### src/rtl/is_pkg_uart_controller.sv
// Shared types and helpers for the UART controller: word width, RX FSM state
// encoding and the parity check used by the receiver.
package is_pkg_uart_controller;

  localparam int DATA_W = 8;

  // Receive-path states; the transmit path keeps its own state type.
  typedef enum logic [2:0] {
    IDLE,
    RSTRB,
    RDT,
    RPARB,
    RSTB1,
    RSTB2,
    DONE
  } rx_state_t;

  // 1 when the received parity bit disagrees with the data word.
  function automatic logic parity_mismatch(input logic [DATA_W-1:0] data,
                                           input logic              par_bit,
                                           input logic              odd);
    return par_bit ^ (^data) ^ odd;
  endfunction

endpackage

### src/rtl/is_uart_rx_sampler.sv
// RX line front end: 2-flop synchroniser, falling-edge detector and, with
// IS_UART_RX_MAJ_EN defined, a 2-of-3 majority voter over consecutive ticks.
module is_uart_rx_sampler (
  input  logic clk_i,
  input  logic rstn_i,
  input  logic uart_ce_i,
  input  logic rxd_i,
  output logic rxd_s_o,
  output logic fall_o
);

  logic [1:0] sync_q;
  logic       prev_q;
  logic       rxd_raw;

  // Flops reset to the idle level so leaving reset never looks like a start bit.
  // NOTE: sequential state uses non-blocking assignments so every flop samples
  // the pre-edge value of its neighbours.
  always_ff @(posedge clk_i or negedge rstn_i) begin
    if (!rstn_i) begin
      sync_q <= 2'b11;
      prev_q <= 1'b1;
    end else begin
      sync_q <= {sync_q[0], rxd_i};
      prev_q <= sync_q[1];
    end
  end

  assign rxd_raw = sync_q[1];
  assign fall_o  = prev_q & ~rxd_raw;

`ifdef IS_UART_RX_MAJ_EN
  // Values seen on the two previous ticks; voted with the current one.
  logic [1:0] hist_q;

  always_ff @(posedge clk_i or negedge rstn_i) begin
    if (!rstn_i) begin
      hist_q <= 2'b11;
    end else if (uart_ce_i) begin
      hist_q <= {hist_q[0], rxd_raw};
    end
  end

  assign rxd_s_o = (rxd_raw & hist_q[0]) | (rxd_raw & hist_q[1]) |
                   (hist_q[0] & hist_q[1]);
`else
  logic unused_ce;
  assign unused_ce = uart_ce_i;
  assign rxd_s_o   = rxd_raw;
`endif

endmodule

### src/rtl/is_uart_rx_fsm.sv
// UART receiver FSM: mid-bit sampling of start, data (LSB first), optional
// parity and stop bits. IS_UART_RX_MAJ_EN selects 3-tick majority sampling.
module is_uart_rx_fsm
  import is_pkg_uart_controller::*;
#(
  parameter int OVS_RATE   = 16,
  parameter int STOP_BITS  = 2,
  parameter int PARITY_EN  = 1,
  parameter int PARITY_ODD = 0
) (
  input  logic              clk_i,
  input  logic              rstn_i,
  input  logic              uart_ce_i,
  input  logic              rxd_i,
  output logic [DATA_W-1:0] rx_data_o,
  output logic              rx_data_en_o,
  output logic              rx_par_err_o,
  output logic              rx_frm_err_o,
  output logic              rxct_r_o
);

  localparam int OVS_W = $clog2(OVS_RATE);
`ifdef IS_UART_RX_MAJ_EN
  localparam int MAJ_OFS = 1;
`else
  localparam int MAJ_OFS = 0;
`endif
  // Start is validated half a bit after the edge; data sampling then repeats
  // once per full bit, i.e. whenever the counter wraps.
  localparam logic [OVS_W-1:0] START_CNT = OVS_W'(OVS_RATE / 2 - 1 + MAJ_OFS);
  localparam logic [OVS_W-1:0] BIT_CNT   = OVS_W'(OVS_RATE - 1);
  localparam logic             ODD       = (PARITY_ODD != 0);

  logic rxd_s;
  logic fall;

  is_uart_rx_sampler u_sampler (
    .clk_i    (clk_i),
    .rstn_i   (rstn_i),
    .uart_ce_i(uart_ce_i),
    .rxd_i    (rxd_i),
    .rxd_s_o  (rxd_s),
    .fall_o   (fall)
  );

  rx_state_t         state_q, state_d;
  logic [OVS_W-1:0]  ovs_q, ovs_d;
  logic [2:0]        bit_q, bit_d;
  logic [DATA_W-1:0] shift_q, shift_d;
  logic              par_q, par_d;
  logic              frm_q, frm_d;
  logic [DATA_W-1:0] data_q, data_d;
  logic              en_q, en_d;
  logic              perr_q, perr_d;
  logic              ferr_q, ferr_d;
  logic              rxct_q, rxct_d;
  logic              start_tick;
  logic              bit_tick;

  assign start_tick = uart_ce_i && (ovs_q == START_CNT);
  assign bit_tick   = uart_ce_i && (ovs_q == BIT_CNT);

  always_ff @(posedge clk_i or negedge rstn_i) begin
    if (!rstn_i) begin
      state_q <= IDLE;
      ovs_q   <= '0;
      bit_q   <= '0;
      shift_q <= '0;
      par_q   <= 1'b0;
      frm_q   <= 1'b0;
      data_q  <= '0;
      en_q    <= 1'b0;
      perr_q  <= 1'b0;
      ferr_q  <= 1'b0;
      rxct_q  <= 1'b1;
    end else begin
      state_q <= state_d;
      ovs_q   <= ovs_d;
      bit_q   <= bit_d;
      shift_q <= shift_d;
      par_q   <= par_d;
      frm_q   <= frm_d;
      data_q  <= data_d;
      en_q    <= en_d;
      perr_q  <= perr_d;
      ferr_q  <= ferr_d;
      rxct_q  <= rxct_d;
    end
  end

  always_comb begin
    // NOTE: every signal gets a default before the case so no path leaves one
    // unassigned, which would infer a latch.
    state_d = state_q;
    ovs_d   = uart_ce_i ? ovs_q + 1'b1 : ovs_q;
    bit_d   = bit_q;
    shift_d = shift_q;
    par_d   = par_q;
    frm_d   = frm_q;
    data_d  = data_q;
    en_d    = 1'b0;
    perr_d  = 1'b0;
    ferr_d  = 1'b0;
    rxct_d  = rxct_q;

    unique case (state_q)
      IDLE: begin
        ovs_d  = '0;
        rxct_d = 1'b1;
        if (fall) begin
          bit_d   = '0;
          par_d   = 1'b0;
          frm_d   = 1'b0;
          rxct_d  = 1'b0;
          state_d = RSTRB;
        end
      end
      RSTRB: begin
        if (start_tick) begin
          if (rxd_s) begin
            rxct_d  = 1'b1;
            state_d = IDLE;
          end else begin
            ovs_d   = '0;
            bit_d   = '0;
            state_d = RDT;
          end
        end
      end
      RDT: begin
        if (bit_tick) begin
          shift_d = {rxd_s, shift_q[DATA_W-1:1]};
          bit_d   = bit_q + 3'd1;
          if (bit_q == 3'(DATA_W - 1)) begin
            state_d = (PARITY_EN != 0) ? RPARB : RSTB1;
          end
        end
      end
      RPARB: begin
        if (bit_tick) begin
          par_d   = parity_mismatch(shift_q, rxd_s, ODD);
          state_d = RSTB1;
        end
      end
      RSTB1: begin
        if (bit_tick) begin
          frm_d   = ~rxd_s;
          state_d = (STOP_BITS == 2) ? RSTB2 : DONE;
        end
      end
      RSTB2: begin
        if (bit_tick) begin
          frm_d   = frm_q | ~rxd_s;
          state_d = DONE;
        end
      end
      DONE: begin
        data_d  = shift_q;
        en_d    = 1'b1;
        perr_d  = par_q;
        ferr_d  = frm_q;
        rxct_d  = 1'b1;
        state_d = IDLE;
      end
      default: begin
        rxct_d  = 1'b1;
        state_d = IDLE;
      end
    endcase
  end

  assign rx_data_o    = data_q;
  assign rx_data_en_o = en_q;
  assign rx_par_err_o = perr_q;
  assign rx_frm_err_o = ferr_q;
  assign rxct_r_o     = rxct_q;

endmodule

### config.mk
export PLATFORM = sky130hd
export DESIGN_NAME = is_uart_rx_fsm
export DESIGN_NICKNAME = d
export VERILOG_FILES = /design/src/rtl/is_pkg_uart_controller.sv /design/src/rtl/is_uart_rx_sampler.sv /design/src/rtl/is_uart_rx_fsm.sv
export SDC_FILE = /design/constraint.sdc
export NUM_CORES = 1
export LEC_CHECK = 0
export ABC_AREA = 1
export CORE_MARGIN = 5
export CORE_UTILIZATION = 55
export CTS_CLUSTER_DIAMETER = 100
export CTS_CLUSTER_SIZE = 12
export DETAILED_ROUTE_END_ITERATION = 16
export MAX_ROUTING_LAYER = met4
export PLACE_DENSITY_LB_ADDON = 0.1
export SLEW_MARGIN = 20
export SYNTH_ARGS = -nofsm -noshare
export SYNTH_HDL_FRONTEND = slang
export SYNTH_SLANG_ARGS = --single-unit
### constraint.sdc
create_clock -name clk_i -period 1.5 [get_ports clk_i]
set_input_delay 0.225 -clock clk_i [delete_from_list [all_inputs] [get_ports clk_i]]
set_output_delay 0.225 -clock clk_i [all_outputs]
set_load 0.01 [all_outputs]
[Word level (Yosys, flattened, before mapping)]
Cells that the tools add are included.
Widths: inputs -> output; s select.
Storage, ports and cells
  flip-flop bits (word level): 35
  word-level logic and storage cells: 83
  output and inout port bits: 12
Operators by class
  multiplexer cells: 31
  add/sub/neg operators: 2
  reductions and logical operators: 14
  bitwise logic cells: 5
  equal/unequal tests: 18
Operators with widths (count)
  $mux 3: 11
  $pmux 3 s6: 1
  $ne 2x2->1 const B: 8
  $eq 3x3->1 const B: 4
  $mux 4: 3
  $mux 1: 10
  $pmux 3 s3: 1
  $pmux 4 s2: 1
  $reduce_xor 8->1: 1
  $reduce_and 7->1: 1
  $eq 3x2->1 const B: 2
  $pmux 1 s3: 2
  $reduce_and 3->1: 2
  $reduce_bool 3->1: 2
  $reduce_and 5->1: 1
  $add 4x1->4 const B: 1
  $eq 4x3->1 const B: 1
  $eq 4x4->1 const B: 1
  $reduce_and 4->1: 1
  $reduce_or 4->1: 1
  $add 3x1->3 const B: 1
  $eq 3x1->1 const B: 1
  $logic_not 3->1: 1
  $logic_and 1x1->1: 2
  9 further kinds: 10

[Depth between registers and ports, before layout]
Gate-level depths: netlist of run 1.
  word-level depth: 5
  gate-level depth with buffers: 10

[Cells and area by module]
Synthesis of run 1 repeated with hierarchy kept, for this count alone.
Second synthesis, totals
  cell total of the unflattened synthesis: 204
  area, all modules: 1724.2 um2
By module, submodules not included
  is_uart_rx_fsm: times used 1, area each 1635.3 um2, cells an instance 199
  is_uart_rx_sampler: times used 1, area each 88.8 um2, cells an instance 5

[Worst setup path before layout of run 1]
Ideal clock, no wire load.
  path kind: register to register
  start: reg ovs_q[0]
  end: reg shift_q[2]
  data arrival time: 1.216 ns
  path buffers: 1
  library setup time: 0.119 ns
  data required time: 1.381 ns
  cell stages (with the launch flop): 8
  period minus slack after synthesis: 1.335 ns
  setup slack: 0.165 ns
  path through: dfrtp_1 ha_1 nand3_2 nor2_4 nand3_4 buf_6 nand2_1 o21ai_2
On the way
  cells in the longest elaborated chain, start to end: 3
Ends and longest elaborated chain
  from (decl): line is_uart_rx_fsm.sv:47  | logic [OVS_W-1:0] ovs_q, ovs_d;
  from (signal assigned): line is_uart_rx_fsm.sv:78  | ovs_q <= ovs_d;
  $eq 4x4->1: line is_uart_rx_fsm.sv:61  | assign bit_tick = uart_ce_i && (ovs_q == BIT_CNT);
  $logic_and 1x1->1: line is_uart_rx_fsm.sv:61
  $reduce_and 2->1 (no line)
  to (signal assigned): line is_uart_rx_fsm.sv:80  | shift_q <= shift_d;
  to (decl): line is_uart_rx_fsm.sv:49  | logic [DATA_W-1:0] shift_q, shift_d;
No other way between the ends.
A chain may end at the register's enable or synchronous reset.

[Worst setup path in the final report of run 1]
  start: reg ovs_q[0]
  end: reg shift_q[4]
Same word-level chain as after synthesis.

==> results of run 1 <==
-- metrics by stage --
stage	cells	area [um^2]	worst slack, ns	total power (uW)	utilization
after floorplan	195	1730	0.165	1770	-
after global placement	254	1940	-0.0963	1940	0.641
after detailed placement	254	1940	-0.176	1960	0.641
after CTS	265	2070	0.0122	2640	0.682
after global routing	269	2140	-0.0205	2870	0.706
final	269	2140	0.0473	2670	0.706
-- state kept, by name, indices dropped and copies added (netlist names) --
name	flops
shift_q	8
rx_data_o	8
rx_frm_err_o	1
rx_par_err_o	1
rxct_r_o	1
u_sampler.sync_q	2
par_q	1
ovs_q	4
bit_q	3
u_sampler.prev_q	1
rx_data_en_o	1
frm_q	1
state_q	3
-- what timing repair did --
item,4_1_cts,5_1_grt
endpoints found under the hold margin,0,0
resized for setup,4,14
setup buffers,3,4
hold buffers,0,0
setup endpoints to repair,11,17
pin swaps,2,4
-- placed cells by master (no fill, tap or decap), types with 3 or more instances in the layout --
cell / netlist / layout
inv_2: 2 / 3
nor2_4: 2 / 4
o21ai_2: 9 / 9
nand3_1: 3 / 3
o21ai_0: 3 / 3
xnor2_1: 3 / 3
clkbuf_4: 0 / 5
nand2_1: 62 / 61
o21ai_1: 13 / 13
buf_4: 1 / 7
clkdlybuf4s50_1: 0 / 6
inv_1: 19 / 19
dlymetal6s2s_1: 0 / 8
nor2_1: 10 / 10
dfstp_2: 4 / 4
dfrtp_1: 31 / 30
nor3_1: 6 / 6
-- cell usage after synthesis, drive strengths merged --
| cell | count | share of area |
|---|---|---|
| nand2 | 64 | 0.15 |
| dfrtp | 31 | 0.45 |
| o21ai | 25 | 0.092 |
| inv | 22 | 0.049 |
| nor2 | 16 | 0.049 |
| nor3 | 7 | 0.027 |
| nand3 | 6 | 0.030 |
| dfstp | 4 | 0.061 |
| buf | 3 | 0.014 |
| ha | 3 | 0.022 |
| xnor2 | 3 | 0.015 |
| a21oi | 2 | 0.0058 |
| nand4 | 2 | 0.0073 |
| o211ai | 2 | 0.0087 |
| a21boi | 1 | 0.0065 |
| clkinv | 1 | 0.0022 |
| mux2i | 1 | 0.0058 |
| nand3b | 1 | 0.0044 |
| xor2 | 1 | 0.0051 |
-- cell type report --
| class | instances | area share |
|---|---|---|
| Clock buffer | 7 | 0.0211 |
| Clock inverter | 1 | 0.0140 |
| Inverter | 23 | 0.0415 |
| Multi-Input combinational cell | 134 | 0.358 |
| Sequential cell | 35 | 0.413 |
| Tap cell | 44 | 0.0257 |
| Timing Repair Buffer | 25 | 0.128 |
-- path summary, 6_finish.rpt --
kind | to | slack (ns)
min in group clk_i | u_sampler.sync_q[0] | 0.29
worst max register to register | shift_q[4] | 0.05
max in group asynchronous | rxct_r_o | 0.98
worst min register to register | u_sampler.sync_q[1] | 0.36
worst max-delay path | shift_q[4] | 0.05
worst min-delay path | rx_data_o[2] | 0.25
-- metal layers --
metal / global-route usage / routed length (um)
met4: 0.0711 / 55
met1: 0.220 / 1510
met5: - / 0
met3: 0.0425 / 118
met2: 0.290 / 1590
-- power groups by stage --
stage	sequential (uW)	clock, uW	combinational, uW
after detailed placement	1200	0	766
after floorplan	1160	0	608
after CTS	1180	686	771
after global routing	1220	741	909
after global placement	1190	0	746
final	1200	657	807
-- cells by family (layout without fill, tap and decap cells) --
| family | after synthesis | after routing | synth area share |
|---|---|---|---|
| XOR/XNOR | 4 | 4 | 0.0203 |
| adder cells (fa/ha/maj) | 3 | 3 | 0.0218 |
| flip-flops | 35 | 35 | 0.511 |
| AND/OR/NAND/NOR | 96 | 96 | 0.263 |
| AO/OA/AOI/OAI | 30 | 30 | 0.113 |
| buffers and inverters | 26 | 56 | 0.0653 |
| multiplexers | 1 | 1 | 0.00580 |
-- critical path, cell delays in order, from the launching register on --
cell     delay, ns
dfrtp_1       0.43
ha_4          0.17
nand3_4       0.11
nor2_4        0.13
buf_4         0.13
nand3_4       0.08
buf_12        0.16
nand2_1       0.08
o21ai_2       0.06
==> results.ini, run 1 <==
[synth]
syn_nets = 202
synth_area_um2 = 1730
synth-seq-cells = 35
ys_types = 32
syn_inst = 195
syn_area_per_cell_um2 = 8.85
yosys_warnings = 0
synth_seq_area_share = 0.511

[floorplanning]
initial_core_util = 0.570
rows = 20
dieHeight_um = 66.0
chipWidth_um = 66.0
die_area_um2 = 4360
core_area_um2 = 3030
num_io_pins = 16

[routing]
wl_um = 3280
vias = 1322
dr.pass1.iters = 4
drc = 0
vias_per_cell = 4.91
drt-initial-drc-count = 49
wire_per_inst_um = 12.2
ant_nets = 0

[finish]
num-fill-cells = 245
layout.nets = 231
multi_input_area_um2 = 764
syn_to_final_growth_pct = 23.9
drive_above_1_share = 0.218
diodes = 0
seqCellArea_um2 = 882

[timing]
fin_crit_sh = 0.968
holdWs_ns = 0.250
fmax_mhz = 688
fin_skew_ns = 0.0188
tightest_slew_ns = 0.325
min_period_ns = 1.45
max-slew-margin-rel = 0.784
fin_tns_setup_ns = 0
finalHoldViolCount = 0
setup_viol = 0
slew_viol_final = 0

[grt]
grt_max_degree = 36
overflow = 0
antenna_found_initial = 0
grtUsageTotal = 0.180
grt_first_pass_wirelength_um = 5750
first_global_vias = 1294

[worst_setup_path]
critPathLaunch = ovs_q[0]
endpoint_kind = flip-flop
r2r_start = ovs_q[0]
r2r_cells = 8
worstSetupPathType = reg2reg
critPathRequiredTime_ns = 1.74
arrival_ns = 1.69
path_max_fanout = 14
start_kind = flip-flop

[cts]
cts_tree = done
clock_path_buffers = 2
htree_levels = 2
clk_pin_slew_ns = 0.12
clkSinkCount = 35
cts_buffers = 5
insertion_delay_ns = 0.34
clock-root-buffer = clkbuf_4

[pwr]
p_sw_frac = 0.350
intPower_uw = 1730
max-vdd-ir-drop_mv = 0.737
p_leak_uw = 0.00114
seq_power_share = 0.451
p_comb_frac = 0.302
pwr-share-clk = 0.246
power.switching_uw = 934
pwr_density_cell_nw_per_um2 = 1250

[place]
gp_congestion = 0.909
io_buffers = 15
hpwl_um = 2280

[hold_path]
min_path_type = in2async

[run_status]
outcome = complete, no violations

[run]
cap_violations = 0

Note: power is estimated with default switching activity, not from simulation.
==> run 2, diff against run 1 <==
--- a/config.mk
+++ b/config.mk
@@ -11,6 +11,7 @@
 export CTS_CLUSTER_DIAMETER = 100
 export CTS_CLUSTER_SIZE = 12
 export DETAILED_ROUTE_END_ITERATION = 16
+export GPL_TIMING_DRIVEN = 0
 export MAX_ROUTING_LAYER = met4
 export PLACE_DENSITY_LB_ADDON = 0.1
 export SLEW_MARGIN = 20
==> run 2 against run 1 <==
Worst setup slack worse by 0.0098 ns. Final cell count up 0.37%. Maximum frequency down 0.67%. Combinational power up 12%. Non-clock buffer count up 1. Register-to-register slack about the same. Power up 2.3%. Clock skew down 0.0057 ns. Clock power down 1%. Wire length up 3.6%. Critical endpoint is now shift_q[2]. Largest power group unchanged. Highest routed layer unchanged.
==> results.ini, run 2 (synthesized netlist as in run 1, its figures left out) <==
[run_status]
outcome = complete, no violations  ; unchanged

[grt]
antenna_found_initial = 0  ; unchanged
first_global_vias = 1349  ; was 1,294
grt_max_degree = 36  ; unchanged
grt_first_pass_wirelength_um = 5870  ; was 5750 um
overflow = 0  ; unchanged
grtUsageTotal = 0.184  ; was 0.180

[finish]
drive_above_1_share = 0.257  ; was 0.218
layout_common_cells = 56 x nand2_1, 30 x dfrtp_1, 19 x inv_1  ; was 61 x nand2_1, 30 x dfrtp_1, 19 x inv_1
final_common_cell = nand2_1  ; unchanged
diodes = 0  ; unchanged
syn_to_final_growth_pct = 26.5  ; was 23.9%
fin_cells = 270  ; was 269
utilization = 0.721  ; was 0.706
num-fill-cells = 239  ; was 245
layout.nets = 232  ; was 231

[routing]
top_layer_used = met4  ; unchanged
dr.pass1.iters = 4  ; unchanged
vias = 1371  ; was 1,322
dr_wl_met3_um = 160  ; was 118 um
dr_wl_met2_um = 1690  ; was 1590 um
drc = 0  ; unchanged
wire_per_inst_um = 12.6  ; was 12.2 um
ant_nets = 0  ; unchanged
drt-initial-drc-count = 33  ; was 49
vias_per_cell = 5.08  ; was 4.91
wl_um = 3400  ; was 3280 um
met1_length_um = 1500  ; was 1510 um

[worst_setup_path]
arrival_ns = 1.70  ; was 1.69 ns
slowest_stage = dfrtp_1  ; unchanged
r2r_slack_ns = 0.04  ; was 0.05 ns
worstPathCellList = ha_4, nand3_4, nor2_4, buf_6, nand3_4, buf_8, nand2_1, o21ai_2  ; was ha_4, nand3_4, nor2_4, buf_4, nand3_4, buf_12, nand2_1, o21ai_2
path_max_fanout = 10  ; was 14
start_kind = flip-flop  ; unchanged
regToRegEndpoint = shift_q[2]  ; was shift_q[4]
r2r_cells = 8  ; unchanged
endpoint_kind = flip-flop  ; unchanged
critPathLaunch = ovs_q[1]  ; was ovs_q[0]
critPathRequiredTime_ns = 1.74  ; about the same
worstSetupPathType = reg2reg  ; unchanged
slowest_delay_ns = 0.43  ; about the same
path_common_cell = nand3_4  ; unchanged
r2r_start = ovs_q[1]  ; was ovs_q[0]

[timing]
fmax_mhz = 684  ; was 688 MHz
setup_viol = 0  ; unchanged
slew_viol_final = 0  ; unchanged
max-slew-margin-rel = 0.510  ; was 0.784
finalHoldViolCount = 0  ; unchanged
rsz0062_at_grt = true
fin_crit_sh = 0.975  ; was 0.968
holdWs_ns = 0.290  ; was 0.250 ns
fin_skew_ns = 0.0131  ; was 0.0188 ns
min_period_ns = 1.46  ; was 1.45 ns
tightest_slew_ns = 0.735  ; was 0.325 ns

[pwr]
p_leak_uw = 0.00115  ; was 0.00114 uW
max-vdd-ir-drop_mv = 0.815  ; was 0.737 mV
pwr_density_cell_nw_per_um2 = 1250  ; about the same

[hold_path]
min-delay-start = rxd_i
hold_end = u_sampler.sync_q[0]
min_path_cells = 1
min_path_type = in2reg  ; was in2async

[cts]
clkSinkCount = 35  ; unchanged
htree_levels = 2  ; unchanged
clk_pin_slew_ns = 0.11  ; was 0.12 ns
clock-root-buffer = clkbuf_4  ; unchanged
cts_tree = done  ; unchanged
clock_path_buffers = 2  ; unchanged
insertion_delay_ns = 0.34  ; about the same
cts_buffers = 5  ; unchanged

[run]
cap_violations = 0  ; unchanged

[floorplanning]
dieHeight_um = 66.0  ; unchanged
chipWidth_um = 66.0  ; unchanged
rows = 20  ; unchanged
core_area_um2 = 3030  ; unchanged
die_area_um2 = 4360  ; unchanged
num_io_pins = 16  ; unchanged
initial_core_util = 0.570  ; unchanged

[place]
io_buffers = 15  ; unchanged
hpwl_um = 2310  ; was 2280 um
dp.cells = 254  ; unchanged
gp_congestion = 0.840  ; was 0.909

-- run 2: cell count changes in the layout (fill, tap and decap cells not counted), moves of 2 or more --
cell | before | now
o21ai_0 | 3 | 1
nand2_2 | 2 | 4
nand2_4 | 1 | 4
nand2_1 | 61 | 56
buf_2 | 0 | 2
-- run 2: repair_timing --
action | CTS | global route
pin swaps | 2 | 7
endpoints found under the setup margin | 13 | 26
hold buffers | 1 | 0
endpoints found under the hold margin | 31 | 0
resized for setup | 2 | 31
buffers inserted | 4 | 3
-- run 2: power by group --
group          internal [uW]  total (uW)  switching, uW
registers               1060        1180            121
logic                    372         904            532
clock network            353         648            294
total                   1780        2730            948
-- run 2: worst max path at each step --
stage            endpoint  slack (ns)
2_1_floorplan  shift_q[2]        0.17
3_3_place_gp   state_q[1]       -0.44
3_5_place_dp   shift_q[2]       -0.33
4_1_cts          bit_q[0]       0.001
5_1_grt        shift_q[2]       -0.05
6_report       shift_q[2]        0.04
-- run 2: worst max-delay path, delay by kind of cell (launching register included) --
kind	cells	cell delay, ns
buffers and inverters	2	0.29
and+or+nand+nor	4	0.42
AOI/OAI and AO/OA	1	0.05
DFF	1	0.43
adders and majority gates	1	0.17
-- run 2: cell type report --
type | instances | area (um^2) | share of cell area
Sequential cell | 35 | 882 | 0.404
Inverter | 23 | 88.8 | 0.0407
Clock inverter | 1 | 30.0 | 0.0138
Clock buffer | 7 | 45.0 | 0.0206
Buffer | 3 | 27.5 | 0.0126
Timing Repair Buffer | 23 | 243 | 0.111
Tap cell | 44 | 55.1 | 0.0252
Multi-Input combinational cell | 134 | 811 | 0.372
-- run 2: per-stage QoR --
stage                     cell area (um^2)  setup TNS [ns]  setup WS [ns]  total power (uW)
after global routing                  2180          -0.406        -0.0536              2940
after CTS                             2060               0        0.00134              2640
final                                 2180               0         0.0375              2730
after floorplan                       1730               0          0.165              1770
after detailed placement              1930           -4.97         -0.327              1960
after global placement                1930          -18.31         -0.439              1950
-- run 2: routing by layer --
| layer | track usage | vias to the layer above |
|---|---|---|
| met5 | - | - |
| met4 | 0.0660 | 0 |
| met3 | 0.0646 | 6 |
| met2 | 0.294 | 33 |
| met1 | 0.216 | 647 |
| li1 | - | 685 |
